===== src/rtl/multdiv_pkg.sv =====
// Shared constants for the iterative multiply/divide unit: opcodes, FSM encoding
// and a magnitude helper used when latching signed operands.
package multdiv_pkg;

  localparam int WIDTH = 32;

  localparam logic [4:0] OP_MUL = 5'b00110;
  localparam logic [4:0] OP_DIV = 5'b00111;

  localparam logic [1:0] ST_IDLE = 2'b00;
  localparam logic [1:0] ST_BUSY = 2'b01;
  localparam logic [1:0] ST_DONE = 2'b10;

  localparam logic [4:0] LAST_ITER = 5'd31;

  // Magnitude of a two's complement value; 32'h80000000 maps to itself as unsigned 2^31.
  function automatic logic [WIDTH-1:0] mag32(input logic [WIDTH-1:0] v);
    return v[WIDTH-1] ? (32'd0 - v) : v;
  endfunction

endpackage


===== src/rtl/multdiv_core.sv =====
// Datapath for the md unit: one radix-2 shift-add (multiply) or restoring
// shift-subtract (divide) step per cycle on unsigned magnitudes.
module multdiv_core
  import multdiv_pkg::*;
(
  input  logic                 clock,
  input  logic                 reset,
  input  logic                 load_i,
  input  logic                 step_i,
  input  logic                 is_div_i,
  input  logic [WIDTH-1:0]     mag_a_i,
  input  logic [WIDTH-1:0]     mag_b_i,
  output logic [2*WIDTH-1:0]   acc_next_o,
  output logic [4:0]           count_o
);

  logic [2*WIDTH-1:0] acc_q, acc_d;
  logic [WIDTH-1:0]   opnd_q, opnd_d;
  logic               is_div_q, is_div_d;
  logic [4:0]         cnt_q, cnt_d;

  logic [2*WIDTH-1:0] step_s;
  logic [2*WIDTH:0]   shl_s;
  logic [WIDTH+1:0]   diff_s;
  logic [WIDTH:0]     sum_s;

  // Single iteration: acc holds {partial, multiplier} or {remainder, dividend/quotient}
  always_comb begin
    step_s = acc_q;
    shl_s  = {acc_q, 1'b0};
    diff_s = {1'b0, shl_s[2*WIDTH:WIDTH]} - {2'b00, opnd_q};
    sum_s  = {1'b0, acc_q[2*WIDTH-1:WIDTH]} + (acc_q[0] ? {1'b0, opnd_q} : {(WIDTH+1){1'b0}});
    if (is_div_q) begin
      if (!diff_s[WIDTH+1]) begin
        step_s = {diff_s[WIDTH-1:0], shl_s[WIDTH-1:1], 1'b1};
      end else begin
        step_s = shl_s[2*WIDTH-1:0];
      end
    end else begin
      step_s = {sum_s, acc_q[WIDTH-1:1]};
    end
  end

  always_comb begin
    acc_d    = acc_q;
    opnd_d   = opnd_q;
    is_div_d = is_div_q;
    cnt_d    = cnt_q;
    if (load_i) begin
      acc_d    = {{WIDTH{1'b0}}, (is_div_i ? mag_a_i : mag_b_i)};
      opnd_d   = is_div_i ? mag_b_i : mag_a_i;
      is_div_d = is_div_i;
      cnt_d    = 5'd0;
    end else if (step_i) begin
      acc_d = step_s;
      cnt_d = cnt_q + 5'd1;
    end else begin
      acc_d = acc_q;
    end
  end

  always_ff @(posedge clock or posedge reset) begin
    if (reset) begin
      acc_q    <= {(2*WIDTH){1'b0}};
      opnd_q   <= {WIDTH{1'b0}};
      is_div_q <= 1'b0;
      cnt_q    <= 5'd0;
    end else begin
      acc_q    <= acc_d;
      opnd_q   <= opnd_d;
      is_div_q <= is_div_d;
      cnt_q    <= cnt_d;
    end
  end

  assign acc_next_o = step_s;
  assign count_o    = cnt_q;

endmodule


===== src/rtl/multdiv_unit.sv =====
// Execute-stage multiply/divide unit: FSM, operand sign latch, result sign fix-up
// and exception detection around the iterative multdiv_core datapath.
module multdiv_unit
  import multdiv_pkg::*;
(
  input  logic             clock,
  input  logic             reset,
  input  logic             flush,
  input  logic [WIDTH-1:0] dataA_from_dx,
  input  logic [WIDTH-1:0] dataB_from_dx,
  input  logic [4:0]       ALUOp_from_dx,
  input  logic [4:0]       regDst_from_dx,
  output logic             stall_md,
  output logic             md_ready,
  output logic [WIDTH-1:0] md_result,
  output logic             md_exception,
  output logic [4:0]       md_regDst
);

  logic [1:0]         state_q, state_d;
  logic               neg_q, neg_d;
  logic               is_div_q, is_div_d;
  logic               ovf_q, ovf_d;
  logic [4:0]         rd_q, rd_d;
  logic [WIDTH-1:0]   result_q, result_d;
  logic               exc_q, exc_d;
  logic [4:0]         rd_out_q, rd_out_d;

  logic               is_md_op_s, start_s, div_zero_s, finish_s;
  logic [2*WIDTH-1:0] acc_next_s;
  logic [4:0]         count_s;
  logic [WIDTH-1:0]   fix_result_s;
  logic               fix_exc_s;

  // Reset gates start so stall_md falls at once even with the md op still in D/X
  assign is_md_op_s = (ALUOp_from_dx == OP_MUL) || (ALUOp_from_dx == OP_DIV);
  assign start_s    = ~reset & (state_q == ST_IDLE) & ~flush & is_md_op_s;
  assign div_zero_s = (ALUOp_from_dx == OP_DIV) && (dataB_from_dx == 32'd0);
  assign finish_s   = (state_q == ST_BUSY) & ~flush & (count_s == LAST_ITER);

  multdiv_core u_core (
    .clock      (clock),
    .reset      (reset),
    .load_i     (start_s),
    .step_i     ((state_q == ST_BUSY) & ~flush),
    .is_div_i   (ALUOp_from_dx == OP_DIV),
    .mag_a_i    (mag32(dataA_from_dx)),
    .mag_b_i    (mag32(dataB_from_dx)),
    .acc_next_o (acc_next_s),
    .count_o    (count_s)
  );

  always_comb begin
    state_d = state_q;
    case (state_q)
      ST_IDLE: begin
        if (start_s) begin
          state_d = div_zero_s ? ST_DONE : ST_BUSY;
        end else begin
          state_d = ST_IDLE;
        end
      end
      ST_BUSY: begin
        if (flush) begin
          state_d = ST_IDLE;
        end else if (count_s == LAST_ITER) begin
          state_d = ST_DONE;
        end else begin
          state_d = ST_BUSY;
        end
      end
      ST_DONE: state_d = ST_IDLE;
      default: state_d = ST_IDLE;
    endcase
  end

  // Product magnitude must fit 2^31-1 (positive) or 2^31 (negative); div only overflows on MIN/-1
  always_comb begin
    fix_result_s = neg_q ? (32'd0 - acc_next_s[WIDTH-1:0]) : acc_next_s[WIDTH-1:0];
    if (is_div_q) begin
      fix_exc_s = ovf_q;
    end else if (neg_q) begin
      fix_exc_s = (acc_next_s > 64'h0000_0000_8000_0000);
    end else begin
      fix_exc_s = (acc_next_s > 64'h0000_0000_7FFF_FFFF);
    end
  end

  always_comb begin
    neg_d    = neg_q;
    is_div_d = is_div_q;
    ovf_d    = ovf_q;
    rd_d     = rd_q;
    result_d = result_q;
    exc_d    = exc_q;
    rd_out_d = rd_out_q;
    if (start_s) begin
      neg_d    = dataA_from_dx[WIDTH-1] ^ dataB_from_dx[WIDTH-1];
      is_div_d = (ALUOp_from_dx == OP_DIV);
      ovf_d    = (dataA_from_dx == 32'h8000_0000) && (dataB_from_dx == 32'hFFFF_FFFF);
      rd_d     = regDst_from_dx;
    end else begin
      rd_d = rd_q;
    end
    if (start_s && div_zero_s) begin
      result_d = 32'd0;
      exc_d    = 1'b1;
      rd_out_d = regDst_from_dx;
    end else if (finish_s) begin
      result_d = fix_result_s;
      exc_d    = fix_exc_s;
      rd_out_d = rd_q;
    end else begin
      result_d = result_q;
    end
  end

  always_ff @(posedge clock or posedge reset) begin
    if (reset) begin
      state_q  <= ST_IDLE;
      neg_q    <= 1'b0;
      is_div_q <= 1'b0;
      ovf_q    <= 1'b0;
      rd_q     <= 5'd0;
      result_q <= {WIDTH{1'b0}};
      exc_q    <= 1'b0;
      rd_out_q <= 5'd0;
    end else begin
      state_q  <= state_d;
      neg_q    <= neg_d;
      is_div_q <= is_div_d;
      ovf_q    <= ovf_d;
      rd_q     <= rd_d;
      result_q <= result_d;
      exc_q    <= exc_d;
      rd_out_q <= rd_out_d;
    end
  end

  assign stall_md     = start_s | (state_q == ST_BUSY);
  assign md_ready     = (state_q == ST_DONE) & ~flush;
  assign md_result    = result_q;
  assign md_exception = exc_q;
  assign md_regDst    = rd_out_q;

endmodule


===== config.mk =====
export PLATFORM = sky130hd
export DESIGN_NAME = multdiv_unit
export DESIGN_NICKNAME = d
export VERILOG_FILES = /design/src/rtl/multdiv_pkg.sv /design/src/rtl/multdiv_core.sv /design/src/rtl/multdiv_unit.sv
export SDC_FILE = /design/constraint.sdc
export NUM_CORES = 1
export LEC_CHECK = 0
export BUFFER_PORTS_ARGS = -buffer_cell sky130_fd_sc_hd__buf_2
export CELL_PAD_IN_SITES_DETAIL_PLACEMENT = 1
export CELL_PAD_IN_SITES_GLOBAL_PLACEMENT = 1
export CORE_MARGIN = 1
export CORE_UTILIZATION = 35
export DETAILED_ROUTE_END_ITERATION = 16
export PLACE_DENSITY = 0.77
export SETUP_SLACK_MARGIN = 0.02
export SYNTH_ARGS = -nofsm -noshare
export SYNTH_HDL_FRONTEND = slang
export SYNTH_SLANG_ARGS = --single-unit

===== constraint.sdc =====
create_clock -name clock -period 10.9 [get_ports clock]
set_input_delay 2.18 -clock clock [delete_from_list [all_inputs] [get_ports clock]]
set_output_delay 2.18 -clock clock [all_outputs]
set_load 0.02 [all_outputs]

# ---- Yosys cells after proc, flatten, opt, wreduce, memory -nomap -nowiden
# Index checks and enable logic that the tools add are counted.
dict set report totals {
  wordCells 69
  out_inout_bits 40
  input_bits 77
  register_bits 149
}
dict set report op_classes {
  reduce_logical 8
  eq_ne 7
  order_cmp 2
  bitwise 10
  mux 25
  n_addsub 6
}
# op n
set op_table {}
lappend op_table {{$mux W32} 8}
lappend op_table {{$mux W64} 4}
lappend op_table {{$sub A1 B32 Y32 const A} 3}
lappend op_table {{$eq A32 B32 Y1 const B} 2}
lappend op_table {{$gt A64 B31 Y1 const B} 1}
lappend op_table {{$gt A64 B32 Y1 const B} 1}
lappend op_table {{$sub A33 B32 Y34} 1}
lappend op_table {{$add A32 B33 Y33} 1}
lappend op_table {{$logic_not A32 Y1} 1}
lappend op_table {{$mux W5} 4}
lappend op_table {{$eq A5 B3 Y1 const B} 2}
lappend op_table {{$mux W2} 4}
lappend op_table {{$and A1 B1 Y1} 6}
lappend op_table {{$add A5 B1 Y5 const B} 1}
lappend op_table {{$eq A5 B5 Y1 const B} 1}
lappend op_table {{$mux W1} 4}
lappend op_table {{$pmux W2 S2} 1}
lappend op_table {{$reduce_bool A2 Y1} 2}
lappend op_table {{$logic_and A1 B1 Y1} 3}
lappend op_table {{$eq A2 B1 Y1 const B} 1}
lappend op_table {{$eq A2 B2 Y1 const B} 1}
lappend op_table {{$logic_not A2 Y1} 1}
lappend op_table {{$not A1 Y1} 2}
lappend op_table {{$logic_or A1 B1 Y1} 1}
lappend op_table {{other kinds (2)} 2}

# ---- Longest topological paths before layout
# Gate-level depths: netlist of the first run.
dict set report depth {
  word_depth 8
  mapped_depth 19
  mapped_depth_nobuf 18
}

# ---- Hierarchy
# A second synthesis of the first run with hierarchy kept.
dict set report hier_totals {
  cells_unflattened 1660
  hier_area_um2 13716.9
}
# module cells_each seq_area_each_um2 area_per_inst_um2 n_inst
set modules_own_cells {}
lappend modules_own_cells {multdiv_core 1195 2552.4 9739.3 1}
lappend modules_own_cells {multdiv_unit 465 1201.2 3977.6 1}

# ---- Least setup slack after synthesis of the first run
# OpenSTA, ideal clock, no wires.
dict set report synth_path {
  path_kind {input-to-output}
  startpoint {in reset}
  endpoint {out stall_md}
  n_path_buf 3
  slack_ps 1490
  required_ps 8720
  path_stages 7
  t_arrival_ps 7230
  cell_sequence {inv_1 > nand3_1 > or3b_2 > clkbuf_1 > clkbuf_1 > clkbuf_1 > o21ai_0}
}
dict set report synth_between {
  elab_chain_len 5
}
# item line_no
set synth_lines {}
lappend synth_lines {{from (decl)} multdiv_unit.sv:7} ;# input logic reset,
lappend synth_lines {{$not A1 Y1} multdiv_unit.sv:37} ;# assign start_s = ~reset & (state_q == ST_IDLE) & ~flush & is_md_op_s;
lappend synth_lines {{$and A1 B1 Y1 (3 in series)} multdiv_unit.sv:37}
lappend synth_lines {{$or A1 B1 Y1} multdiv_unit.sv:140} ;# assign stall_md = start_s | (state_q == ST_BUSY);
lappend synth_lines {{to (decl)} multdiv_unit.sv:13} ;# output logic stall_md,
# No other way between the ends.

# ---- Final worst setup path of the first run
dict set report layout_path {
  startpoint {in ALUOp_from_dx[4]}
  endpoint {out stall_md}
}
dict set report layout_between {
  elab_chain_len 4
  elab_cells_between_ends 5
  cone_classes {eq/ne: 2; bitwise: 2; reduce/logical: 1}
}
# item line_no
set layout_lines {}
lappend layout_lines {{from (decl)} multdiv_unit.sv:11} ;# input logic [4:0] ALUOp_from_dx,
lappend layout_lines {{$eq A5 B3 Y1} multdiv_unit.sv:36} ;# assign is_md_op_s = (ALUOp_from_dx == OP_MUL) || (ALUOp_from_dx == OP_DIV);
lappend layout_lines {{$logic_or A1 B1 Y1 (*)} multdiv_unit.sv:36}
lappend layout_lines {{$and A1 B1 Y1 (*)} multdiv_unit.sv:37}
lappend layout_lines {{$or A1 B1 Y1 (*)} multdiv_unit.sv:140}
# Every way passes the cells marked *; elsewhere a longest branch is shown, timed or not.

==> impl_metrics.py, run 1 <==
metrics = {
    "cts": {
        "cts.sink_count": 149,
        "cts_buffer_depth": 2,
        "cts_buffers": 17,
        "ctsHoldBuffers": 0,
        "cts_tree": "done",
        "post_cts_resized": 0,
        "clkSlewWorstSetupHoldPaths_ps": 60,
        "clock_latency_ps": 440,
        "cts-root-buf": "clkbuf_16",
        "cts_setup_buffers": 0,
        "cts_max_level": 4,
    },
    "die": {
        "die_x_um": 196,
        "start_util_pct": 35.7,
        "ios": 117,
        "num_rows": 70,
        "coreArea_mm2": 0.0367,
        "dieArea_mm2": 0.0382,
        "die_h_um": 196,
    },
    "job": {
        "timing.max_cap.violations": 0,
    },
    "logic_synthesis": {
        "synth_top_family_by_area": "compound AO/OA/AOI/OAI gates",
        "synthSimpleGateAreaFrac_pct": 20.3,
        "dominantRegCellSynth": "dfrtp_1",
        "synth_xor_area_share_pct": 8.88,
        "async_flop_share_pct": 100,
        "synth_edf_count": 0,
        "netlist.area_leader.share_pct": 28.4,
        "ys_warn_count": 0,
        "synthMuxAreaShare_pct": 3.54,
        "synthAdderAreaFrac_pct": 6.98,
        "syn-cell-area_mm2": 0.0131,
        "synth.largest_area_cell": "dfrtp_1",
        "mappedNetlistNets": 1758,
        "netlist_top_cells_area": "dfrtp_1 28%, ha_1 6.7%, xor2_1 5.7%, o21ai_0 5.4%, nand2_1 5.2%",
        "synth_compound_area_share_pct": 27.2,
        "synth_cells": 1609,
        "ys_ff_latch": 149,
        "synthDistinctLibCells": 90,
        "ys_seq_area_share_pct": 28.4,
        "synth_area_per_cell_um2": 8.15,
    },
    "power_and_ir_drop": {
        "powerDensity_mw_per_mm2": 269,
        "p_total_w": 0.00393,
        "p_int_w": 0.00195,
        "seqPwrFrac_pct": 23.0,
        "switching_share_pct": 50.3,
        "p_comb_share_pct": 62.0,
        "p_leak_nw": 6.39,
        "switching_power_w": 0.00198,
        "ir_drop_mv": 0.132,
        "pwr-share-clk_pct": 15.0,
    },
    "worst_setup_path": {
        "reg2reg_to": "md_exception",
        "crit_top_cell": "buf_2",
        "cp_max_fo": 60,
        "cp-end-kind": "output pin",
        "critPathTopFamily": "simple AND/OR/NAND/NOR gates",
        "crit_type": "in2out",
        "startpoint_type": "input pin",
        "cp_cell_sequence": "buf_2, nor4_1, nand3_1, or3b_2, buf_4, o21ai_0, buf_2",
        "r2r.worst_path.cells": 19,
        "r2r_start": "u_core.opnd_q[6]",
        "crit_required_ps": 8720,
        "cp_slowest_cell": "or3b_2",
        "crit_buf_inv": 3,
        "r2r_slack_ps": 5160,
        "worstPathArrival_ps": 4210,
        "cp_slowest_stage_delay_ps": 520,
    },
    "worst_hold_path": {
        "hold_start": "md_regDst[3]",
        "min_path_cells": 2,
        "hold_path_end": "md_regDst[3]",
        "hold_class": "reg2reg",
    },
    "global_routing": {
        "antenna_found_initial": 0,
        "grt.total_usage_pct": 26.0,
        "grt-ovfl-total": 0,
        "grt_max_degree": 67,
        "grt_pass1_vias": 13600,
        "grt_pass1_wl_mm": 77.5,
    },
    "detailed_routing": {
        "totalWireLength_mm": 49.1,
        "drc_errors": 0,
        "viasPerCell": 6.14,
        "first_pass_iters": 5,
        "num_vias": 13200,
        "drt_iter0_markers": 1027,
        "ant_nets": 0,
        "wl_per_cell_um": 22.9,
    },
    "outcome": {
        "status": "complete, no violations",
    },
    "sta": {
        "max_freq_mhz": 157,
        "layout_setup_ws_ps": 4510,
        "finalCritPeriodShare_pct": 58.6,
        "relSlewSlack_pct": 26.1,
        "rsz0062_at_grt": "false",
        "worst_pin_slew_ps": 1110,
        "finalCriticalPeriod_ps": 6390,
        "final_max_slew_viol_count": 0,
        "tns_ps": 0,
        "holdWs_ps": 477,
        "setup_violations": 0,
        "fin_skew_ps": 12.0,
        "final-hold-violation-count": 0,
    },
    "placement": {
        "routabilityCongestion": 0.911,
        "post-place-ws_ps": 4530,
        "placedCellCount": 2116,
        "dp_hpwl_mm": 37.3,
        "io_buffer_count": 116,
    },
    "cells_and_area": {
        "mostFrequentLayoutCells": "182 x nand2_1, 148 x dfrtp_1, 141 x o21ai_0",
        "layout.cells.non_filler": 2146,
        "final_common_cell": "nand2_1",
        "drive_gt1_share_pct": 13.1,
        "fin_nets": 1816,
        "area_delta_synth_final_pct": 11.5,
        "n_antenna_cell": 0,
    },
}
==> layer usage <==
layer / vias up / global-route usage, % / wire length [um]
met4: 0 / 13.9 / 2470
li1: 6064 / - / -
met2: 412 / 44.3 / 23600
met3: 104 / 3.02 / 2190
met1: 6589 / 32.1 / 20900
met5: - / 0 / 0
==> metrics by stage <==
stage	util, %	cell area [um2]
finish	39.8	14600
CTS	39.8	14600
floorplan	-	13100
detailed placement	38.3	14100
global route	39.8	14600
global placement	38.3	14100
==> kinds of logic (layout without fill, tap and decap cells) <==
family	Yosys count	after routing
simple gates	532	532
mux	45	45
xor+xnor	133	133
fa+ha+maj	72	72
compound gates	525	525
flops	149	149
buf+inv	153	222
==> cell usage after synthesis (all sizes together) (23+ instances only) <==
| cell | instances |
|---|---|
| o31ai | 26 |
| o21ai | 151 |
| xor2 | 86 |
| o21a | 24 |
| o221ai | 41 |
| buf | 28 |
| nand3 | 42 |
| nand4 | 23 |
| dfrtp | 149 |
| a21oi | 90 |
| mux2i | 34 |
| nor2 | 102 |
| and2 | 43 |
| inv | 62 |
| nand2 | 183 |
| xnor2 | 47 |
| ha | 70 |
| nor3 | 34 |
| clkbuf | 63 |
==> worst max path at each step <==
stage,from,slack (ps),cells after the start,to
final,ALUOp_from_dx[4],4510,7,stall_md
after global routing,reset,4400,7,stall_md
after CTS,reset,4520,7,stall_md
after detailed placement,reset,4530,7,stall_md
after global placement,reset,4540,7,stall_md
after floorplan,reset,1490,7,stall_md
==> power by group through the flow <==
stage | combinational, W | clock, W | sequential (W)
after floorplan | 0.00178 | 0 | 0.000783
final | 0.00244 | 0.000591 | 0.000903
after detailed placement | 0.00238 | 0 | 0.000903
after CTS | 0.00241 | 0.000596 | 0.000894
after global placement | 0.00232 | 0 | 0.000894
after global routing | 0.00265 | 0.000617 | 0.000919
==> state kept, by name (all words and copies together), names as in the netlist <==
name	flops
ovf_q	1
u_core.count_o	5
md_result	32
neg_q	1
md_regDst	5
md_exception	1
rd_q	5
state_q	2
u_core.opnd_q	32
is_div_q	1
u_core.acc_q	64
==> worst min-delay path, cell delays in order (launching register included) <==
cell	delay, ps
dfrtp_1	340
nand2_1	50
nand2_1	60
==> layout make-up <==
type / count / area (um2)
Tap cell: 468 / 586
Sequential cell: 149 / 3730
Clock buffer: 19 / 443
Multi-Input combinational cell: 1307 / 8810
Timing Repair Buffer: 130 / 686
Clock inverter: 11 / 129
Fill cell: 4420 / 22100
Inverter: 62 / 238
(Power assumes the default switching activity.)
==> run 2, diff against run 1 <==
ABC_AREA = 1   (was default)
PLACE_DENSITY = 0.83   (was 0.77)
clock period = 5.3 ns   (was 10.9 ns; I/O delays follow)
==> run 2 against run 1 <==
  * Worst hold slack gained 0.97 ps
  * Clock skew rose by 1.9 ps
  * Sequential share of layout area fell by 2.8 points
  * Global-route usage rose by 4.6 points
  * Cell area grew 12%
  * Worst setup slack worse by 3900 ps
  * Combinational power grew 140%
  * Count of clock-buffer cells in the layout shrank 1
  * Clock power grew 110%
  * First-iteration DRC count grew 25%
  * Synthesized cell count rose by 49%
  * Critical path type is now reg2reg
  * Highest routed layer unchanged
==> impl_metrics.py, run 2 <==
metrics = {
    "detailed_routing": {
        "first_pass_iters": 7,
        "viasPerCell": 5.58,
        "totalWireLength_mm": 65.7,
        "drt_iter0_markers": 1285,
        "wl_met2_mm": 30.3,
        "drc_errors": 0,
        "top_layer": "met4",
        "num_vias": 16900,
        "wl_per_cell_um": 21.7,
        "wl_met1_mm": 28.1,
        "dr_wl_met3_mm": 3.67,
        "ant_nets": 0,
    },
    "power_and_ir_drop": {
        "seqPwrFrac_pct": 19.7,
        "switching_power_w": 0.00502,
        "pwr-share-clk_pct": 13.9,
        "p_total_w": 0.00882,
        "ir_drop_mv": 0.182,
        "p_comb_share_pct": 66.5,
        "powerDensity_mw_per_mm2": 537,
        "p_leak_nw": 8.69,
        "switching_share_pct": 56.9,
        "p_int_w": 0.00380,
    },
    "cts": {
        "cts_tree": "done",
        "ctsHoldBuffers": 0,
        "cts_buffer_depth": 2,
        "cts_max_level": 4,
        "clock_latency_ps": 450,
        "clkSlewWorstSetupHoldPaths_ps": 70,
        "post_cts_resized": 0,
        "cts.sink_count": 149,
        "cts_buffers": 17,
        "cts_setup_buffers": 0,
        "cts-root-buf": "clkbuf_16",
    },
    "logic_synthesis": {
        "synth_area_per_cell_um2": 6.15,
        "ys_seq_area_share_pct": 25.3,
        "synth_edf_count": 0,
        "ys_ff_latch": 149,
        "synth.largest_area_cell": "dfrtp_1",
        "dominantRegCellSynth": "dfrtp_1",
        "mappedNetlistNets": 2548,
        "netlist_top_cells_area": "dfrtp_1 25%, nand2_1 18%, inv_1 10%, nor2_1 6.1%, ha_1 5.9%",
        "yosysMostFrequentCell": "nand2_1",
        "syn-cell-area_mm2": 0.0148,
        "synth_cells": 2399,
        "synthTopCellsByCount": "691 x nand2_1, 401 x inv_1, 240 x nor2_1",
        "synthDistinctLibCells": 53,
        "async_flop_share_pct": 100,
        "netlist.area_leader.share_pct": 25.3,
        "ys_warn_count": 0,
    },
    "sta": {
        "setup_violations": 0,
        "tns_ps": 0,
        "finalCritPeriodShare_pct": 89.3,
        "worst_pin_slew_ps": 1190,
        "max_freq_mhz": 211,
        "fin_skew_ps": 13.9,
        "finalCriticalPeriod_ps": 4730,
        "layout_setup_ws_ps": 568,
        "final-hold-violation-count": 0,
        "rsz0062_at_grt": "false",
        "final_max_slew_viol_count": 0,
        "relSlewSlack_pct": 20.9,
    },
    "cells_and_area": {
        "drive_gt1_share_pct": 9.53,
        "mostFrequentLayoutCells": "691 x nand2_1, 399 x inv_1, 237 x nor2_1",
        "final-seq-area_mm2": 0.00373,
        "top_register": "u_core.acc_q",
        "largest_reg_flops": 64,
        "area_delta_synth_final_pct": 11.4,
        "final_common_cell": "nand2_1",
        "multi_input_area_mm2": 0.00915,
        "n_antenna_cell": 0,
        "fillers": 5524,
        "fin_nets": 2633,
    },
    "job": {
        "timing.max_cap.violations": 0,
    },
    "outcome": {
        "status": "complete, no violations",
    },
    "worst_setup_path": {
        "r2r_start": "u_core.opnd_q[12]",
        "crit_top_cell": "nand2_1",
        "worstPathArrival_ps": 5030,
        "reg2reg_to": "md_exception",
        "cp-end-kind": "flip-flop",
        "crit_buf_inv": 2,
        "startpoint_type": "flip-flop",
        "crit_required_ps": 5600,
        "cp_slowest_cell": "dfrtp_1",
        "cp_slowest_stage_delay_ps": 380,
        "r2r.worst_path.cells": 27,
        "cp_max_fo": 5,
        "crit_type": "reg2reg",
        "critPathTopFamily": "simple AND/OR/NAND/NOR gates",
        "r2r_slack_ps": 570,
    },
    "placement": {
        "post-place-ws_ps": 766,
        "dp_hpwl_mm": 52.6,
        "routabilityCongestion": 1.04,
        "io_buffer_count": 116,
    },
    "global_routing": {
        "grt_pass1_vias": 17800,
        "antenna_found_initial": 1,
        "grt_pass1_wl_mm": 102,
        "grt.total_usage_pct": 30.6,
        "grt-ovfl-total": 0,
        "grt_max_degree": 132,
    },
    "worst_hold_path": {
        "hold_class": "reg2reg",
        "hold_start": "md_result[31]",
        "hold_path_end": "md_result[31]",
        "min_path_cells": 2,
    },
    "die": {
        "die_h_um": 207,
        "dieArea_mm2": 0.0430,
        "num_rows": 74,
        "ios": 117,
        "coreArea_mm2": 0.0412,
        "start_util_pct": 35.8,
        "die_x_um": 207,
    },
}
run 2: worst reg2reg max path, stage by stage, from the launching register on:
cell,delay (ps)
dfrtp_1,380
inv_1,180
ha_1,330
nand2_1,140
inv_1,80
nand2_1,110
nand2_1,90
a21oi_1,280
nand2_1,190
nand3_2,210
nand3_2,180
o21ai_2,240
ha_1,240
nand3_1,90
nor2_2,190
nand4_1,180
nor2_2,200
nand4_2,170
nor2_2,190
nand3_1,90
nand2_1,150
nand2_1,110
nor2_1,170
nand2_1,70
nor2_1,100
nand3_1,90
nand2_1,80
a21oi_1,60
run 2: power by group through the flow:
stage	Sequential (W)	Combinational [W]	Clock, W
3_5_place_dp	0.00173	0.00568	0
2_1_floorplan	0.00159	0.00392	0
4_1_cts	0.00172	0.00573	0.00122
6_report	0.00173	0.00586	0.00122
5_1_grt	0.00176	0.00642	0.00126
3_3_place_gp	0.00171	0.00558	0
run 2: worst max-delay path by stage:
stage                     cells past startpoint               from            to  slack [ps]
after floorplan                               7              reset      stall_md         100
after global placement                       29   u_core.opnd_q[7]  md_exception         850
after detailed placement                     29   u_core.opnd_q[7]  md_exception         770
after CTS                                    29   u_core.opnd_q[7]  md_exception         700
after global routing                         27  u_core.opnd_q[11]  md_exception         320
final                                        27  u_core.opnd_q[12]  md_exception         570
run 2: area by class of cell:
class	count	share of cell area (%)
multi-input combinational	1759	55.7
sequential	149	22.7
inverter	420	9.62
timing repair buffer	137	4.57
tap	532	4.05
clock buffer	18	2.67
clock inverter	14	0.700
run 2: routing by layer:
metal  vias up  track usage (%)
met5         -                0
met3       164             3.71
li1       7866                -
met1      8245             39.2
met4         0             16.2
met2       613             50.4
run 2: through the flow:
step                area (um2)  cells  hold slack [ps]  utilization, %
detailed placement       15900   2997              461            38.5
global route             16400   3029              504            39.9
finish                   16400   3029              478            39.9
CTS                      16400   3029              478            39.9
floorplan                14800   2399              449               -
global placement         15900   2997              461            38.5
run 2: cell families after synthesis:
| group | share of synthesized area [%] |
|---|---|
| flops | 25.3 |
| simple gates | 34.8 |
| mux | 0.0678 |
| compound gates | 15.4 |
| fa+ha+maj | 6.21 |
| buf+inv | 12.8 |
| xor+xnor | 5.46 |
